## config.mk

```make
export PLATFORM = sky130hd
export DESIGN_NAME = spi_serf
export DESIGN_NICKNAME = d
export VERILOG_FILES = /design/src/rtl/spi_pkg.sv /design/src/rtl/spi_sync_edge.sv /design/src/rtl/spi_serf.sv
export SDC_FILE = /design/constraint.sdc
export NUM_CORES = 1
export LEC_CHECK = 0
export BUFFER_PORTS_ARGS = -buffer_cell sky130_fd_sc_hd__buf_4
export CAP_MARGIN = 20
export CORE_UTILIZATION = 59
export CTS_CLUSTER_DIAMETER = 100
export DETAILED_ROUTE_END_ITERATION = 10
export GPL_ROUTABILITY_DRIVEN = 0
export PLACE_DENSITY = 0.83
export SYNTH_ARGS = -nofsm -noshare
export SYNTH_HDL_FRONTEND = slang
export SYNTH_HIERARCHICAL = 1
export SYNTH_SLANG_ARGS = --single-unit
```

## constraint.sdc

```tcl
create_clock -name clk -period 3.7 [get_ports clk]
set_input_delay 0.555 -clock clk [delete_from_list [all_inputs] [get_ports clk]]
set_output_delay 0.555 -clock clk [all_outputs]
set_load 0.005 [all_outputs]
```

## src/rtl/spi_pkg.sv

```systemverilog
// Shared SPI definitions for the serf (and the matching monarch).
package spi_pkg;

    localparam int unsigned SPI_WIDTH     = 16;
    localparam logic        SPI_SCLK_IDLE = 1'b1;

    typedef enum logic {SERF_IDLE, SERF_SHIFT} serf_state_t;

endpackage

```

## src/rtl/spi_sync_edge.sv

```systemverilog
// Multi-flop synchronizer for an asynchronous input, plus one history flop
// for rise/fall detection in the clk domain.
module spi_sync_edge #(
    parameter int unsigned STAGES  = 2,
    parameter logic        RST_VAL = 1'b1
) (
    input  logic i_clk,
    input  logic i_rst,
    input  logic i_async,
    output logic o_sync,
    output logic o_rise,
    output logic o_fall
);

    logic [STAGES-1:0] r_chain;
    logic              r_prev;

    always_ff @(posedge i_clk) begin
        if (i_rst) begin
            r_chain <= {STAGES{RST_VAL}};
            r_prev  <= RST_VAL;
        end else begin
            r_chain <= {r_chain[STAGES-2:0], i_async};
            r_prev  <= r_chain[STAGES-1];
        end
    end

    assign o_sync = r_chain[STAGES-1];
    assign o_rise = ~r_prev & o_sync;
    assign o_fall = r_prev & ~o_sync;

endmodule

```

## src/rtl/spi_serf.sv

```systemverilog
// SPI responder: shifts in a WIDTH-bit command on MOSI while returning a
// word captured from tx_data at frame start. SCLK idles high.
module spi_serf
    import spi_pkg::*;
#(
    parameter int unsigned WIDTH       = SPI_WIDTH,
    parameter int unsigned SYNC_STAGES = 2
) (
    input  logic             clk,
    input  logic             rst,
    input  logic             SS_n,
    input  logic             SCLK,
    input  logic             MOSI,
    output logic             MISO,
    input  logic [WIDTH-1:0] tx_data,
    output logic [WIDTH-1:0] rx_data,
    output logic             rdy,
    output logic             frm_err,
    output logic             busy
);

    localparam int unsigned       CNT_W    = $clog2(WIDTH + 2);
    localparam logic [CNT_W-1:0]  CNT_FULL = CNT_W'(WIDTH);
    localparam logic [CNT_W-1:0]  CNT_SAT  = CNT_W'(WIDTH + 1);

    serf_state_t        r_state, w_state_d;
    logic [WIDTH-1:0]   r_shift, w_shift_d;
    logic [CNT_W-1:0]   r_cnt, w_cnt_d;
    logic [WIDTH-1:0]   r_rx, w_rx_d;
    logic               r_rdy, w_rdy_d;
    logic               r_err, w_err_d;
    logic [SYNC_STAGES:0] r_mosi_dly;
    logic [SYNC_STAGES:0] r_settle;

    logic w_ss_sync, w_ss_rise, w_ss_fall;
    logic w_sclk_sync, w_sclk_rise, w_sclk_fall;
    logic w_mosi_aligned, w_armed;
    logic w_unused_edges;

    spi_sync_edge #(
        .STAGES  (SYNC_STAGES),
        .RST_VAL (1'b1)
    ) u_ss_sync (
        .i_clk   (clk),
        .i_rst   (rst),
        .i_async (SS_n),
        .o_sync  (w_ss_sync),
        .o_rise  (w_ss_rise),
        .o_fall  (w_ss_fall)
    );

    spi_sync_edge #(
        .STAGES  (SYNC_STAGES),
        .RST_VAL (SPI_SCLK_IDLE)
    ) u_sclk_sync (
        .i_clk   (clk),
        .i_rst   (rst),
        .i_async (SCLK),
        .o_sync  (w_sclk_sync),
        .o_rise  (w_sclk_rise),
        .o_fall  (w_sclk_fall)
    );

    assign w_unused_edges = w_ss_sync ^ w_sclk_sync ^ w_sclk_fall;

    // One flop deeper than the SCLK sync so MOSI lines up with the SCLK prev flop.
    assign w_mosi_aligned = r_mosi_dly[SYNC_STAGES];

    // A select held low across reset shows up as a fall once the chain
    // flushes; edges are ignored until that flush has completed.
    assign w_armed = r_settle[SYNC_STAGES];

    always_ff @(posedge clk) begin
        if (rst) begin
            r_state    <= SERF_IDLE;
            r_shift    <= '0;
            r_cnt      <= '0;
            r_rx       <= '0;
            r_rdy      <= 1'b0;
            r_err      <= 1'b0;
            r_mosi_dly <= '0;
            r_settle   <= '0;
        end else begin
            r_state    <= w_state_d;
            r_shift    <= w_shift_d;
            r_cnt      <= w_cnt_d;
            r_rx       <= w_rx_d;
            r_rdy      <= w_rdy_d;
            r_err      <= w_err_d;
            r_mosi_dly <= {r_mosi_dly[SYNC_STAGES-1:0], MOSI};
            r_settle   <= {r_settle[SYNC_STAGES-1:0], 1'b1};
        end
    end

    always_comb begin
        w_state_d = r_state;
        w_shift_d = r_shift;
        w_cnt_d   = r_cnt;
        w_rx_d    = r_rx;
        w_rdy_d   = 1'b0;
        w_err_d   = 1'b0;
        unique case (r_state)
            SERF_IDLE: begin
                if (w_ss_fall && w_armed) begin
                    w_shift_d = tx_data;
                    w_cnt_d   = '0;
                    w_state_d = SERF_SHIFT;
                end
            end
            SERF_SHIFT: begin
                if (w_sclk_rise) begin
                    w_shift_d = {r_shift[WIDTH-2:0], w_mosi_aligned};
                    if (r_cnt != CNT_SAT) begin
                        w_cnt_d = r_cnt + 1'b1;
                    end
                end
                // Completion check sees this cycle's shift when both edges coincide.
                if (w_ss_rise) begin
                    w_state_d = SERF_IDLE;
                    if (w_cnt_d == CNT_FULL) begin
                        w_rx_d  = w_shift_d;
                        w_rdy_d = 1'b1;
                    end else begin
                        w_err_d = 1'b1;
                    end
                end
            end
            default: w_state_d = SERF_IDLE;
        endcase
    end

    assign MISO    = (r_state == SERF_SHIFT) ? r_shift[WIDTH-1] : 1'b0;
    assign busy    = (r_state == SERF_SHIFT);
    assign rx_data = r_rx;
    assign rdy     = r_rdy;
    assign frm_err = r_err;

endmodule

```

==> results of run 1 <==
[power groups by stage]
stage / sequential [W] / combinational (W) / clock (W)
2_1_floorplan: 0.000583 / 0.0000253 / 0
3_3_place_gp: 0.000585 / 0.0000448 / 0
3_5_place_dp: 0.000585 / 0.0000460 / 0
4_1_cts: 0.000572 / 0.0000465 / 0.000309
5_1_grt: 0.000573 / 0.0000511 / 0.000334
6_report: 0.000572 / 0.0000466 / 0.000303
[flip-flops by register name, summed over array words and instances, names as in the netlist]
name                 flops
busy                     1
frm_err                  1
r_cnt                    5
r_mosi_dly               3
r_settle                 3
r_shift                 16
rdy                      1
rx_data                 16
u_sclk_sync/r_chain      2
u_sclk_sync/r_prev       1
u_ss_sync/r_chain        2
u_ss_sync/r_prev         1
[metrics by stage]
| stage | power, W | cell area [um2] | instances | setup WS (ps) | hold slack, ps |
|---|---|---|---|---|---|
| 6_report | 0.0009220 | 2728 | 340 | 1449 | 409.2 |
| 5_1_grt | 0.0009585 | 2728 | 340 | 1275 | 419.4 |
| 4_1_cts | 0.0009278 | 2728 | 340 | 1443 | 414.4 |
| 3_5_place_dp | 0.0006311 | 2646 | 333 | 1472 | 393.6 |
| 3_3_place_gp | 0.0006293 | 2619 | 332 | 1559 | 385.5 |
| 2_1_floorplan | 0.0006085 | 2366 | 262 | 1799 | 383.2 |
[placed cells by master (no fill, tap or decap), drive strengths merged, types with 4 or more instances in the layout]
master and n:
dfxtp 52, buf 43, nor2 39, nor3 27, o21ai 21, a21oi 21, mux2i 16, and3 11
nand2 9, a311oi 7, nor2b 7, or2 7, clkbuf 5, inv 4
[final cells by class]
cell class,instances,area share [%]
clock buffer,5,2.523
clock inverter,2,0.4587
inverter,4,0.5505
multi-input combinational,186,43.53
sequential,52,38.17
tap,48,2.202
timing repair buffer,43,12.57
[path summary, 6_finish.rpt]
kind,to,slack [ps],cells past startpoint,start
worst max-delay path,rx_data[9],1450,8,u_sclk_sync/r_chain[1]
worst min-delay path,u_ss_sync/r_chain[1],410,1,u_ss_sync/r_chain[0]
worst max register to register,rx_data[9],1450,8,u_sclk_sync/r_chain[1]
worst min register to register,u_ss_sync/r_chain[1],410,1,u_ss_sync/r_chain[0]
[critical path: stages, from the launching register on]
cell	delay, ps
dfxtp_1	330
nor2b_2	140
buf_4	330
and2_1	230
nand3_1	130
a221oi_4	260
buf_4	380
a21oi_2	110
a311oi_2	240
[layer usage]
layer	vias to the layer above	share of wire (%)	track usage, %
met5	-	0	0
met4	0	1.2	8.424
met3	7	5.3	5.382
met2	65	47	38.40
met1	857	46	34.02
li1	971	-	-
==> impl_metrics.json, run 1 <==
{
  "viasPerCell": 5.588,
  "cts_tree": "done",
  "nNetsFinal": 315,
  "clock_latency_ps": 300,
  "cts_resized": 0,
  "multi_input_area_um2": 1187,
  "tightest_slew_ps": 544.5,
  "post-cts-setup-buffer-count": 0,
  "final.setup_skew_ps": 5.343,
  "outcome": "finished clean",
  "grt_pass1_wl_mm": 8.093,
  "synth_area_um2": 2366,
  "crit_fanout": 34,
  "critPathArrivalTime_ps": 2470,
  "cts-buffers-inserted": 5,
  "ys_warn_count": 6,
  "syn_avg_cell_area_um2": 9.031,
  "drtAntennaViolNets": 0,
  "antenna_found_initial": 0,
  "syn2layout_area_growth_pct": 15.28,
  "wirelength_mm": 4.766,
  "core_area_um2": 3744,
  "diodes": 0,
  "cts_root_buf": "clkbuf_8",
  "critical_path_class": "flop to flop",
  "min_period_ps": 2251,
  "place_hpwl_mm": 3.178,
  "fin_crit_sh_pct": 60.84,
  "fillers": 282,
  "synth_cells": 262,
  "power_frac_comb_pct": 5.1,
  "grt_use_total_pct": 24.83,
  "seqPwrFrac_pct": 62.1,
  "fmax_mhz": 444.2,
  "cp-start-kind": "flop",
  "first_global_vias": 1736,
  "drv_cap": 0,
  "switching_share_pct": 22.01,
  "finalMaxSlewViolations": 0,
  "power_frac_clock_pct": 32.9,
  "clkTransAtPathRegs_ps": 90,
  "port_buffers": 40,
  "die_h_um": 65.33,
  "power.internal_w": 0.0007191,
  "cts.htree.levels": 2,
  "drc": 0,
  "clkSinkCount": 52,
  "regArea_um2": 1041,
  "fin_tns_setup_ps": 0,
  "dr.pass1.iters": 4,
  "vias": 1900,
  "drt_iter0_markers": 218,
  "critPathCaptureType": "flop",
  "max-clock-path-buffers": 2,
  "power_leakage_nw": 1.102,
  "grt_max_degree": 36,
  "final_hold_viol_count": 0,
  "setup_viol": 0,
  "cts_hold_buf": 0,
  "dieArea_um2": 4267,
  "hold_path.class": "flop to flop",
  "final_util_pct": 72.86,
  "die_x_um": 65.33,
  "fp-row-count": 22,
  "p_per_area_nw_per_um2": 338.0,
  "start_util_pct": 63.20,
  "timing.slew.headroom_pct": 63.70,
  "synth_fp_nets": 285,
  "p_sw_w": 0.0002029,
  "grt_setup_unrepaired": "no",
  "ir_drop_mv": 0.3686,
  "grt_overflow": 0,
  "crit_required_ps": 3910,
  "ioPinCount": 41,
  "drive_above_1_share_pct": 23.97,
  "route.detailed.wl_per_inst_um": 14.02
}
Power figures use the tool's default switching activity.
==> run 2: changes to the inputs <==
--- a/config.mk
+++ b/config.mk
@@ -7,11 +7,11 @@
 export LEC_CHECK = 0
 export BUFFER_PORTS_ARGS = -buffer_cell sky130_fd_sc_hd__buf_4
 export CAP_MARGIN = 20
-export CORE_UTILIZATION = 59
+export CORE_UTILIZATION = 50
 export CTS_CLUSTER_DIAMETER = 100
 export DETAILED_ROUTE_END_ITERATION = 10
 export GPL_ROUTABILITY_DRIVEN = 0
-export PLACE_DENSITY = 0.83
+export PLACE_DENSITY = 0.75
 export SYNTH_ARGS = -nofsm -noshare
 export SYNTH_HDL_FRONTEND = slang
 export SYNTH_HIERARCHICAL = 1
==> constraint.sdc (replaced) <==
create_clock -name clk -period 1.83 [get_ports clk]
set_input_delay 0.2745 -clock clk [delete_from_list [all_inputs] [get_ports clk]]
set_output_delay 0.2745 -clock clk [all_outputs]
set_load 0.005 [all_outputs]
==> impl_metrics.json, run 2 (same netlist as run 1, synthesis figures left out) <==
{
  "grt_overflow": 0,
  "port_buffers": 40,
  "cts_root_buf": "clkbuf_8",
  "drc": 0,
  "clkSinkCount": 52,
  "path_buf_inv": 3,
  "drive_above_1_share_pct": 30.19,
  "crit_required_ps": 2060,
  "rr_startpoint": "r_cnt[1]",
  "fin_area_um2": 2990,
  "tightest_slew_ps": 422.0,
  "ioPinCount": 41,
  "drv_cap": 0,
  "timing.slew.headroom_pct": 71.84,
  "wirelength_mm": 5.184,
  "grt_max_degree": 36,
  "place_hpwl_mm": 3.290,
  "slowest_delay_ps": 340,
  "max-clock-path-buffers": 2,
  "critPathCaptureType": "flop",
  "clkTransAtPathRegs_ps": 100,
  "finalMaxSlewViolations": 0,
  "first_global_vias": 1644,
  "fp-row-count": 24,
  "outcome": "finished, violations left",
  "final.setup_skew_ps": 6.951,
  "min_from": "SCLK",
  "critical_path_class": "flop to flop",
  "pre_cts_slack_ps": -18.64,
  "violations": "setup timing",
  "critPathArrivalTime_ps": 2100,
  "cts_hold_buf": 0,
  "min_period_ps": 1879,
  "setup_slack_ps": -48.53,
  "cp-start-kind": "flop",
  "vias": 1986,
  "cts-buffers-inserted": 5,
  "die_h_um": 70.79,
  "fin_hold_ws_ps": 136.9,
  "ir_drop_mv": 0.4973,
  "crit_fanout": 9,
  "start_util_pct": 53.24,
  "dr.pass1.iters": 7,
  "setup_viol": 3,
  "cp_cell_sequence": "inv_2 -> ha_4 -> and4bb_4 -> nand4b_4 -> a221oi_4 -> buf_6 -> clkbuf_16 -> a21oi_1 -> nor3_1",
  "fin_tns_setup_ps": -86.22,
  "final_cells": 360,
  "power_leakage_nw": 1.242,
  "startpoint": "r_cnt[1]",
  "place_inst": 346,
  "crit_slowest_cell": "dfxtp_2",
  "viasPerCell": 5.517,
  "nNetsFinal": 330,
  "drt_iter0_markers": 99,
  "fmax_mhz": 532.3,
  "placed_area_um2": 2739,
  "dieArea_um2": 5011,
  "grt_use_total_pct": 20.32,
  "drtAntennaViolNets": 0,
  "grt_pass1_wl_mm": 8.017,
  "syn2layout_area_growth_pct": 26.39,
  "antenna_found_initial": 0,
  "die_x_um": 70.79,
  "core_area_um2": 4444,
  "hold_path.class": "input pin to flop",
  "final_hold_viol_count": 0,
  "cts.htree.levels": 2,
  "cts_tree": "done",
  "diodes": 0,
  "p_per_area_nw_per_um2": 687.0,
  "worst_path_dominant_cell_family": "simple AND/OR/NAND/NOR gates",
  "mostFrequentLayoutCells": "dfxtp_1 (50), buf_4 (50), nor2_1 (39), nor3_1 (25), o21ai_0 (19)",
  "route.detailed.wl_per_inst_um": 14.40,
  "grt_setup_unrepaired": "yes",
  "fin_crit_sh_pct": 102.7,
  "clock_latency_ps": 310
}
-- run 2: through the flow --
step	power, W	util (%)
2_1_floorplan	0.001231	-
3_3_place_gp	0.001275	61.63
3_5_place_dp	0.001278	61.63
4_1_cts	0.002064	64.19
5_1_grt	0.002127	67.29
6_report	0.002054	67.29
-- run 2: area by class of cell --
| cell class | count | area (um2) |
|---|---|---|
| clock buffer | 6 | 72.57 |
| tap | 52 | 65.06 |
| sequential | 52 | 1044 |
| fill | 357 | 1454 |
| multi-input combinational | 186 | 1231 |
| clock inverter | 2 | 38.79 |
| timing repair buffer | 58 | 524.3 |
| inverter | 4 | 15.01 |
-- run 2: path summary, 6_finish.rpt --
check | endpoint | slack, ps | cells after the start
hold reg to reg | u_sclk_sync/r_chain[1] | 420 | 1
hold / removal | u_sclk_sync/r_chain[0] | 140 | 2
setup / recovery | rx_data[2] | -50 | 9
setup reg to reg | rx_data[2] | -50 | 9
-- run 2: where the power goes --
group          switching, W  leakage (nW)  total [W]  internal [W]
logic             0.0000471         0.764  0.0000966     0.0000496
clock network      0.000387        0.0558   0.000801      0.000414
registers        0.00000968         0.423    0.00116       0.00115
total              0.000444          1.24    0.00205       0.00161
-- run 2: what timing repair did --
action                                  4_1_cts  5_1_grt
gates cloned                                  0        4
pin swaps                                     6        7
resized for setup                             2        7
endpoints found under the setup margin       16       32
setup buffers                                 0        2
-- run 2: routing by layer --
metal / part of all wire, % / global-route usage, %
met4: 1.7 / 7.333
met1: 49 / 30.13
met2: 45 / 29.06
met3: 4.7 / 4.274
met5: 0 / 0
